[src/rtl/dlx_pkg.sv]
// Shared DLX decode definitions: opcodes, instruction field positions and the ID/EX bundle.
package dlx_pkg;

    typedef enum logic [5:0] {
        OP_RTYPE = 6'h00,
        OP_FTYPE = 6'h01,
        OP_J     = 6'h02,
        OP_JAL   = 6'h03,
        OP_BEQZ  = 6'h04,
        OP_BNEZ  = 6'h05,
        OP_ADDI  = 6'h08,
        OP_ANDI  = 6'h0C,
        OP_ORI   = 6'h0D,
        OP_XORI  = 6'h0E,
        OP_LHI   = 6'h0F,
        OP_JR    = 6'h12,
        OP_JALR  = 6'h13,
        OP_LB    = 6'h20,
        OP_LH    = 6'h21,
        OP_LW    = 6'h23,
        OP_LBU   = 6'h24,
        OP_LHU   = 6'h25,
        OP_SB    = 6'h28,
        OP_SH    = 6'h29,
        OP_SW    = 6'h2B
    } opcode_e;

    localparam int OP_MSB   = 31;
    localparam int OP_LSB   = 26;
    localparam int RS1_MSB  = 25;
    localparam int RS1_LSB  = 21;
    localparam int RS2_MSB  = 20;
    localparam int RS2_LSB  = 16;
    localparam int RDR_MSB  = 15;
    localparam int RDR_LSB  = 11;
    localparam int FUNC_MSB = 10;
    localparam int IMM_MSB  = 15;
    localparam int OFF_MSB  = 25;

    localparam logic [4:0] LINK_REG = 5'd31;

    typedef struct packed {
        logic        valid;
        logic [5:0]  op;
        logic [10:0] func;
        logic [31:0] a;
        logic [31:0] b;
        logic [31:0] imm;
        logic [31:0] pc;
        logic [4:0]  rd;
        logic        we;
        logic        is_load;
    } id_ex_t;

    function automatic logic is_rtype(input logic [5:0] op);
        case (op)
            OP_RTYPE, OP_FTYPE: is_rtype = 1'b1;
            default:            is_rtype = 1'b0;
        endcase
    endfunction

    function automatic logic is_store(input logic [5:0] op);
        case (op)
            OP_SB, OP_SH, OP_SW: is_store = 1'b1;
            default:             is_store = 1'b0;
        endcase
    endfunction

    function automatic logic is_load_op(input logic [5:0] op);
        case (op)
            OP_LB, OP_LH, OP_LW, OP_LBU, OP_LHU: is_load_op = 1'b1;
            default:                             is_load_op = 1'b0;
        endcase
    endfunction

    // Stores read their data register through the rs2 slot.
    function automatic logic uses_rs2(input logic [5:0] op);
        uses_rs2 = is_rtype(op) || is_store(op);
    endfunction

endpackage

[src/rtl/decode_hazard.sv]
// Load-use and writeback-conflict comparators for the decode stage.
// WB_BYPASS_EN: forward matching writeback data instead of stalling on it.
module decode_hazard
    import dlx_pkg::*;
(
    input  logic       ex_valid,
    input  logic       ex_is_load,
    input  logic [4:0] ex_rd,
    input  logic [4:0] rs1,
    input  logic [4:0] rs2,
    input  logic       rs2_used,
    input  logic       wb_en,
    input  logic [4:0] wb_rd,
    output logic       fwd_a,
    output logic       fwd_b,
    output logic       stall
);

    logic load_use_s;
    logic wb_hit_a_s;
    logic wb_hit_b_s;

    // Source-vs-destination comparators for the load in EX and the writeback port.
    always_comb begin
        load_use_s = ex_valid && ex_is_load && (ex_rd != 5'd0) &&
                     ((ex_rd == rs1) || (rs2_used && (ex_rd == rs2)));
        wb_hit_a_s = wb_en && (wb_rd != 5'd0) && (wb_rd == rs1);
        wb_hit_b_s = wb_en && (wb_rd != 5'd0) && rs2_used && (wb_rd == rs2);
    end

`ifdef WB_BYPASS_EN
    // Writeback matches are forwarded; only the load-use case stalls.
    always_comb begin
        fwd_a = wb_hit_a_s;
        fwd_b = wb_hit_b_s;
        stall = load_use_s;
    end
`else
    // Without forwarding, wait one cycle for the register file to commit.
    always_comb begin
        fwd_a = 1'b0;
        fwd_b = 1'b0;
        stall = load_use_s || wb_hit_a_s || wb_hit_b_s;
    end
`endif

endmodule

[src/rtl/decode_stage.sv]
// DLX instruction decode with ID/EX pipeline register and valid/ready handshakes.
// WB_BYPASS_EN (optional): forward writeback data to operands instead of stalling.
module decode_stage
    import dlx_pkg::*;
(
    input  logic        clk,
    input  logic        rst,
    input  logic        if_valid,
    input  logic [31:0] if_instr,
    input  logic [31:0] if_pc,
    output logic        id_ready,
    output logic [4:0]  Rs1,
    output logic [4:0]  Rs2,
    input  logic [31:0] S1,
    input  logic [31:0] S2,
    input  logic        wb_en,
    input  logic [4:0]  wb_rd,
    input  logic [31:0] wb_data,
    input  logic        flush,
    input  logic        ex_ready,
    output logic        ex_valid,
    output logic [5:0]  ex_op,
    output logic [10:0] ex_func,
    output logic [31:0] ex_a,
    output logic [31:0] ex_b,
    output logic [31:0] ex_imm,
    output logic [31:0] ex_pc,
    output logic [4:0]  ex_rd,
    output logic        ex_we,
    output logic        ex_is_load
);

    id_ex_t      id_ex_r;
    id_ex_t      next_s;
    logic [5:0]  op_s;
    logic [4:0]  rs1_s;
    logic [4:0]  rs2_s;
    logic        rs2_used_s;
    logic [4:0]  rd_s;
    logic [31:0] imm_s;
    logic        fwd_a_s;
    logic        fwd_b_s;
    logic        stall_s;
    logic        hold_s;
    logic        id_ready_s;

    // Field extraction and register-file read addresses.
    always_comb begin
        op_s       = if_instr[OP_MSB:OP_LSB];
        rs1_s      = if_instr[RS1_MSB:RS1_LSB];
        rs2_used_s = uses_rs2(op_s);
        rs2_s      = rs2_used_s ? if_instr[RS2_MSB:RS2_LSB] : 5'd0;
    end

    // Destination register selection by instruction class.
    always_comb begin
        if (is_rtype(op_s)) begin
            rd_s = if_instr[RDR_MSB:RDR_LSB];
        end else begin
            case (op_s)
                OP_JAL, OP_JALR:                               rd_s = LINK_REG;
                OP_SB, OP_SH, OP_SW, OP_BEQZ, OP_BNEZ, OP_J, OP_JR: rd_s = 5'd0;
                default:                                       rd_s = if_instr[RS2_MSB:RS2_LSB];
            endcase
        end
    end

    // Immediate extension: logical ops zero-extend, LHI shifts up, jumps use off26.
    always_comb begin
        case (op_s)
            OP_ANDI, OP_ORI, OP_XORI: imm_s = {16'd0, if_instr[IMM_MSB:0]};
            OP_LHI:                   imm_s = {if_instr[IMM_MSB:0], 16'd0};
            OP_J, OP_JAL:             imm_s = {{6{if_instr[OFF_MSB]}}, if_instr[OFF_MSB:0]};
            default:                  imm_s = {{16{if_instr[IMM_MSB]}}, if_instr[IMM_MSB:0]};
        endcase
    end

    decode_hazard u_hazard (
        .ex_valid   (id_ex_r.valid),
        .ex_is_load (id_ex_r.is_load),
        .ex_rd      (id_ex_r.rd),
        .rs1        (rs1_s),
        .rs2        (rs2_s),
        .rs2_used   (rs2_used_s),
        .wb_en      (wb_en),
        .wb_rd      (wb_rd),
        .fwd_a      (fwd_a_s),
        .fwd_b      (fwd_b_s),
        .stall      (stall_s)
    );

    // Next ID/EX contents; r0 reads as zero regardless of the register file.
    always_comb begin
        next_s.valid   = 1'b1;
        next_s.op      = op_s;
        next_s.func    = is_rtype(op_s) ? if_instr[FUNC_MSB:0] : 11'd0;
        next_s.imm     = imm_s;
        next_s.pc      = if_pc;
        next_s.rd      = rd_s;
        next_s.we      = (rd_s != 5'd0);
        next_s.is_load = is_load_op(op_s);
        if (rs1_s == 5'd0) begin
            next_s.a = 32'd0;
        end else if (fwd_a_s) begin
            next_s.a = wb_data;
        end else begin
            next_s.a = S1;
        end
        if (rs2_s == 5'd0) begin
            next_s.b = 32'd0;
        end else if (fwd_b_s) begin
            next_s.b = wb_data;
        end else begin
            next_s.b = S2;
        end
    end

    // Handshake: flush always consumes, a blocked EX or a hazard refuses.
    always_comb begin
        hold_s = id_ex_r.valid && !ex_ready;
        if (rst) begin
            id_ready_s = 1'b0;
        end else if (flush) begin
            id_ready_s = 1'b1;
        end else if (hold_s) begin
            id_ready_s = 1'b0;
        end else if (stall_s) begin
            id_ready_s = 1'b0;
        end else begin
            id_ready_s = 1'b1;
        end
    end

    // ID/EX register: load on accept, bubble when advancing empty, hold when blocked.
    always_ff @(posedge clk) begin
        if (rst) begin
            id_ex_r <= '0;
        end else if (flush) begin
            id_ex_r.valid <= 1'b0;
        end else if (!hold_s) begin
            if (if_valid && id_ready_s) begin
                id_ex_r <= next_s;
            end else begin
                id_ex_r.valid <= 1'b0;
            end
        end else begin
            id_ex_r <= id_ex_r;
        end
    end

    assign id_ready   = id_ready_s;
    assign Rs1        = rs1_s;
    assign Rs2        = rs2_s;
    assign ex_valid   = id_ex_r.valid;
    assign ex_op      = id_ex_r.op;
    assign ex_func    = id_ex_r.func;
    assign ex_a       = id_ex_r.a;
    assign ex_b       = id_ex_r.b;
    assign ex_imm     = id_ex_r.imm;
    assign ex_pc      = id_ex_r.pc;
    assign ex_rd      = id_ex_r.rd;
    assign ex_we      = id_ex_r.we;
    assign ex_is_load = id_ex_r.is_load;

endmodule

[config.mk]
export PLATFORM = sky130hd
export DESIGN_NAME = decode_stage
export DESIGN_NICKNAME = d
export VERILOG_FILES = /design/src/rtl/dlx_pkg.sv /design/src/rtl/decode_hazard.sv /design/src/rtl/decode_stage.sv
export SDC_FILE = /design/constraint.sdc
export NUM_CORES = 1
export LEC_CHECK = 0
export ABC_AREA = 1
export CAP_MARGIN = 20
export CORE_AREA = 2 2 130 132
export CTS_BUF_LIST = sky130_fd_sc_hd__clkbuf_16
export CTS_CLUSTER_SIZE = 20
export DETAILED_ROUTE_END_ITERATION = 7
export DIE_AREA = 0 0 132 134
export DONT_BUFFER_PORTS = 1
export HOLD_SLACK_MARGIN = 0.08
export PLACE_DENSITY = 0.75
export SLEW_MARGIN = 20
export SYNTH_ARGS = -nofsm -noshare
export SYNTH_HDL_FRONTEND = slang
export SYNTH_SLANG_ARGS = --single-unit
[constraint.sdc]
create_clock -name clk -period 2.5 [get_ports clk]
set_clock_uncertainty 0.1 [all_clocks]
set_input_delay 0.375 -clock clk [delete_from_list [all_inputs] [get_ports clk]]
set_output_delay 0.375 -clock clk [all_outputs]
set_load 0.01 [all_outputs]
==> results of run 1 <==
## stage by stage
step	cell area, um2	power, mW	setup slack (ps)	hold slack [ps]	cells
final	9383	6.429	226.4	105.2	1538
after global routing	9383	6.703	27.81	97.15	1538
after CTS	9376	6.474	157.3	86.34	1537
after detailed placement	7968	3.408	285.1	417.7	1433
after global placement	7968	3.388	320.6	411.4	1433
after floorplan	7785	3.278	615.4	409.9	1249
## flip-flops by register name, summed over array words and instances, names as in the netlist
register and cells:
ex_is_load 1, ex_b 32, ex_valid 1, ex_we 1, ex_rd 5, ex_func 11
ex_pc 32, ex_imm 32, ex_a 32, ex_op 6
## cells in the final DEF (no fill, tap or decap), drive strengths merged
cell / synthesis / layout
o21ai: 9 / 9
a211oi: 1 / 1
nand3: 15 / 15
xor2: 6 / 6
clkinv: 0 / 6
nand2: 309 / 309
a21oi: 40 / 40
clkbuf: 24 / 17
dfxtp: 153 / 153
nor2: 273 / 273
bufinv: 0 / 6
inv: 296 / 298
dlygate4sd3: 0 / 71
nand4: 3 / 3
xnor2: 3 / 3
o22ai: 5 / 5
o21bai: 61 / 61
a221o: 1 / 1
buf: 39 / 28
clkinvlp: 0 / 1
o221ai: 7 / 7
nor3: 4 / 4
diode: 0 / 1
## routing by layer
metal	wire length [um]	track usage (%)	vias to the layer above
met4	729	9.601	0
met5	0	0	-
met3	2449	10.66	40
li1	-	-	3694
met1	8856	28.84	3092
met2	10620	42.30	321
## where the power goes
part	internal (mW)	switching [mW]	total [mW]
clock	1.88	1.07	2.95
combinational	0.318	0.420	0.738
sequential	2.57	0.169	2.74
## worst max-delay path by stage
stage,start,to,cells after the start
2_1_floorplan,if_instr[30],ex_imm[16],14
3_3_place_gp,ex_rd[2],ex_is_load,15
3_5_place_dp,if_instr[28],ex_imm[29],10
4_1_cts,ex_rd[4],ex_valid,13
5_1_grt,ex_rd[0],ex_func[0],15
6_report,ex_rd[2],ex_rd[4],15
## synth_stat cells (all sizes together)
cell | n | share of area [%]
o22ai | 5 | 0.40
nand2 | 309 | 15
nand3 | 15 | 1.1
xnor2 | 3 | 0.34
a211oi | 1 | 0.096
buf | 39 | 3.8
o21ai | 9 | 0.58
nor2 | 273 | 13
dfxtp | 153 | 39
clkbuf | 24 | 1.2
xor2 | 6 | 0.68
nor3 | 4 | 0.26
inv | 296 | 14
a21oi | 40 | 2.6
o21bai | 61 | 5.9
a221o | 1 | 0.13
o221ai | 7 | 0.79
nand4 | 3 | 0.43
## area by class of cell
| class | instances | area [um2] | share of cell area, % |
|---|---|---|---|
| clock buffers | 17 | 425.4 | 4.534 |
| repair buffers | 99 | 1028 | 10.96 |
| flip-flops and latches | 153 | 3063 | 32.64 |
| well taps | 220 | 275.3 | 2.934 |
| diodes | 1 | 2.502 | 0.02667 |
| inverters | 296 | 1112 | 11.85 |
| clock inverters | 15 | 245.2 | 2.614 |
| multi-input cells | 737 | 3231 | 34.43 |
## logic make-up after synthesis
family                    after synthesis  share of synthesized area, %
and+or+nand+nor                       604                         29.94
buffers and inverters                 359                         19.21
DFF                                   153                         39.34
AOI/OAI and AO/OA                     124                         10.50
xor gates and xnor gates                9                         1.013
## critical path, cell delays in order, from the launching register on
cell	delay [ps]
dfxtp_1	500
inv_1	130
nand2_1	80
nand4_1	90
nor2_1	100
nand2_1	50
nand2_1	60
nand2_1	60
nand3_1	100
nand2_1	100
nand4_4	100
buf_12	220
buf_12	250
nand2_1	80
nand2_1	70
nor2_1	40
## timing repair
action,in CTS,in global routing
hold endpoints to repair,133,0
resized for setup,0,1
setup endpoints to repair,0,1
hold buffers,72,0
==> impl_metrics.py, run 1 <==
metrics = {
    "global_route": {
        "grt_max_degree": 63,
        "antenna_found_initial": 1,
        "grt_pass1_vias": 6756,
        "overflow": 0,
        "gr-usage-all-layers_pct": 25.29,
        "grt_pass1_wl_mm": 35.43,
    },
    "detailed_routing": {
        "dr.pass1.iters": 5,
        "wirelength_mm": 22.66,
        "wl_per_cell_um": 14.73,
        "vias_per_cell": 4.647,
        "antenna_left": 0,
        "vias": 7147,
        "drt-initial-drc-count": 521,
        "drc": 0,
    },
    "power": {
        "ir_drop_uv": 419.9,
        "powerDensity_nw_per_um2": 685.2,
        "p_leak_nw": 5.014,
    },
    "setup_path": {
        "endpoint_kind": "flop",
        "ff2ff_path_depth": 15,
        "start_kind": "flop",
        "r2r_setup_slack_ps": 230,
        "timing.rr.end": "ex_rd[4]",
        "criticalPathCategory": "flop to flop",
        "crit_arrival_ps": 2480,
        "regToRegStartpoint": "ex_rd[2]",
        "worstPathRequired_ps": 2700,
        "worst-path-max-fanout": 47,
    },
    "synth": {
        "synth_fp_nets": 1420,
        "ys_types": 26,
        "seq_area_frac_synth_pct": 39.34,
        "ys_warn_count": 0,
        "synthCells": 1249,
        "synth_area_per_cell_um2": 6.233,
        "synth_area_um2": 7785,
        "synth-seq-cells": 153,
    },
    "placed_design": {
        "gp_congestion": 0.8871,
        "io_buffers": 0,
        "hpwl_mm": 15.29,
    },
    "final_layout": {
        "layout.nets": 1475,
        "final_util_pct": 57.60,
        "drive_above_1_share_pct": 5.695,
        "fillers": 1516,
        "area_growth_pct": 20.52,
    },
    "die": {
        "num_rows": 47,
        "die_area_um2": 17690,
        "die_height_um": 134,
        "ios": 335,
        "start_util_pct": 47.79,
        "core-area_um2": 16290,
        "die_x_um": 132,
    },
    "sta": {
        "worst_slew_pin_slew_ps": 590.5,
        "drv_slew": 0,
        "maxClockFrequency_mhz": 439.8,
        "finalSetupTns_ps": 0,
        "hold_viol": 0,
        "min_period_ps": 2274,
        "finalSetupViolations": 0,
        "final.period_utilization_pct": 90.94,
        "rsz0062_at_grt": "no",
        "slew_headroom_pct": 60.64,
    },
    "hold_path": {
        "min_path_cells": 4,
        "hold_path_end": "ex_a[8]",
        "min-delay-start": "S1[8]",
        "hp-class": "input pin to flop",
    },
    "job": {
        "maxCapViolCount": 0,
    },
    "clock_network": {
        "cts_tree": "built",
        "clkLatencyLatePin_ps": 410,
        "cts_root_buf": "clkbuf_16",
        "clk_pin_slew_worst_paths_ps": 60,
        "htreeDepth": 4,
        "cts_setup_buffers": 0,
        "cts_buffer_depth": 2,
        "cts_buffers": 17,
        "cts_sinks": 153,
    },
    "run_status": {
        "status": "complete, no violations",
    },
}
No activity file was read; power rests on OpenSTA's default activity.
==> run 2: changes to the inputs <==
CTS_BUF_LIST = unset   (was sky130_fd_sc_hd__clkbuf_16)
clock period = 2.82 ns   (was 2.5 ns; I/O delays follow)
==> impl_metrics.py, run 2 (synthesis results as in run 1) <==
metrics = {
    "clock_network": {
        "cts_root_buf": "clkbuf_16",
        "htreeDepth": 4,
        "clk_pin_slew_worst_paths_ps": 70,
        "cts_buffer_depth": 2,
        "clkLatencyLatePin_ps": 420,
        "cts_sinks": 153,
        "cts_buffers": 17,
        "cts_tree": "built",
        "cts_setup_buffers": 0,
    },
    "power": {
        "ir_drop_uv": 395.4,
        "p_sw_share_pct": 28.83,
        "p_sw_mw": 1.541,
        "power.share.sequential_pct": 45.4,
        "powerDensity_nw_per_um2": 577.3,
        "p_leak_nw": 4.946,
        "power_frac_clock_pct": 42.4,
        "intPower_mw": 3.803,
        "comb_power_share_pct": 12.2,
    },
    "setup_path": {
        "cpPeakStageDelay_ps": 560,
        "crit_arrival_ps": 2650,
        "start_kind": "flop",
        "crit_chain": "inv_1, nand2_1, nand2_1, nand3_1, nor2_1, nand2_1, nand2_1, nand2_1, nand3_1, a21oi_1, nand2_1, a21oi_1, dlygate4sd3_1",
        "worst-path-max-fanout": 4,
        "worstPathRequired_ps": 3080,
        "criticalPathCategory": "flop to flop",
        "cp_common_cell": "nand2_1",
        "crit_family": "buffers and inverters",
        "endpoint_kind": "flop",
        "critPathSlowestCell": "dlygate4sd3_1",
        "worstPathBufferInverterCount": 2,
    },
    "detailed_routing": {
        "dr.pass1.iters": 5,
        "vias": 7225,
        "antenna_left": 0,
        "drt-initial-drc-count": 491,
        "wirelength_mm": 22.86,
        "vias_per_cell": 4.707,
        "drc": 0,
        "wl_per_cell_um": 14.90,
    },
    "sta": {
        "finalSetupViolations": 0,
        "min_period_ps": 2386,
        "worst_slew_pin_slew_ps": 987.8,
        "maxClockFrequency_mhz": 419.1,
        "final.period_utilization_pct": 84.61,
        "slew_headroom_pct": 34.15,
        "hold_viol": 0,
        "hold-worst-slack_ps": 147.1,
        "fin_ws_ps": 433.9,
        "finalSetupTns_ps": 0,
        "drv_slew": 0,
        "rsz0062_at_grt": "no",
    },
    "final_layout": {
        "final_cell_mix": "nand2_1 (307), inv_1 (288), nor2_1 (272), dfxtp_1 (153), dlygate4sd3_1 (72)",
        "layout_commonest_cell": "nand2_1",
        "drive_above_1_share_pct": 5.475,
        "layout.nets": 1473,
        "area_growth_pct": 18.90,
        "stdcell_count": 1535,
        "antennaDiodeCount": 0,
    },
    "job": {
        "maxCapViolCount": 0,
    },
    "placed_design": {
        "hpwl_mm": 15.44,
        "pre_cts_ws_ps": 518.9,
        "dp.cells": 1430,
        "io_buffers": 0,
        "gp_congestion": 0.8712,
    },
    "die": {
        "core-area_um2": 16290,
        "die_area_um2": 17690,
        "ios": 335,
        "die_x_um": 132,
        "num_rows": 47,
        "start_util_pct": 47.79,
        "die_height_um": 134,
    },
    "global_route": {
        "grt_pass1_vias": 6887,
        "antenna_found_initial": 0,
        "grt_pass1_wl_mm": 35.38,
        "overflow": 0,
        "grt_max_degree": 104,
        "gr-usage-all-layers_pct": 25.28,
    },
    "hold_path": {
        "hp-class": "input pin to flop",
    },
    "run_status": {
        "status": "complete, no violations",
    },
}
run 2: changes by cell type in the layout (fill, tap and decap cells not counted), sizes merged:
cell	delta
buf	-3
bufinv	-5
clkinvlp	+1
diode	-1
dlygate4sd3	+1
inv	+4
run 2: tightest hold or removal path, stage by stage:
cell and delay (ps):
a211oi_1 30, o21bai_1 130, nor2_1 40
run 2: final cells by class:
class / instances / area [um2]
multi-input cells: 737 / 3227
repair buffers: 97 / 996.0
fillers: 1513 / 7033
clock buffers: 17 / 425.4
clock inverters: 15 / 157.7
inverters: 296 / 1112
flip-flops and latches: 153 / 3063
well taps: 220 / 275.3
run 2: per-stage QoR:
| stage | total power [mW] | area [um2] | util, % |
|---|---|---|---|
| floorplan | 2.906 | 7785 | - |
| global placement | 2.997 | 7933 | 48.70 |
| detailed placement | 3.016 | 7933 | 48.70 |
| CTS | 5.385 | 9256 | 56.82 |
| global route | 5.572 | 9256 | 56.82 |
| finish | 5.344 | 9256 | 56.82 |
run 2: power by group through the flow:
| stage | Combinational (mW) | Sequential (mW) | Clock (mW) |
|---|---|---|---|
| 6_report | 0.650 | 2.43 | 2.27 |
| 5_1_grt | 0.745 | 2.44 | 2.39 |
| 4_1_cts | 0.641 | 2.43 | 2.32 |
| 3_5_place_dp | 0.539 | 2.48 | 0 |
| 3_3_place_gp | 0.524 | 2.47 | 0 |
| 2_1_floorplan | 0.468 | 2.44 | 0 |
run 2: repair_timing:
item | 4_1_cts | 5_1_grt
hold buffers | 73 | 0
endpoints found under the setup margin | 0 | 0
resized for setup | 0 | 0
endpoints found under the hold margin | 130 | 0
run 2: final timing paths:
check	endpoint	slack [ps]	cells past startpoint	from
worst max register to register	ex_valid	430	13	ex_rd[4]
worst min register to register	ex_imm[7]	460	4	ex_imm[7]
worst max-delay path	ex_valid	430	13	ex_rd[4]
worst min-delay path	ex_is_load	150	3	if_instr[29]
run 2: layer usage:
metal	global-route usage (%)	vias to the layer above	part of all wire (%)
li1	-	3712	-
met1	28.26	3155	39
met2	43.03	317	47
met3	10.43	41	10
met4	9.843	0	2.9
met5	0	-	0
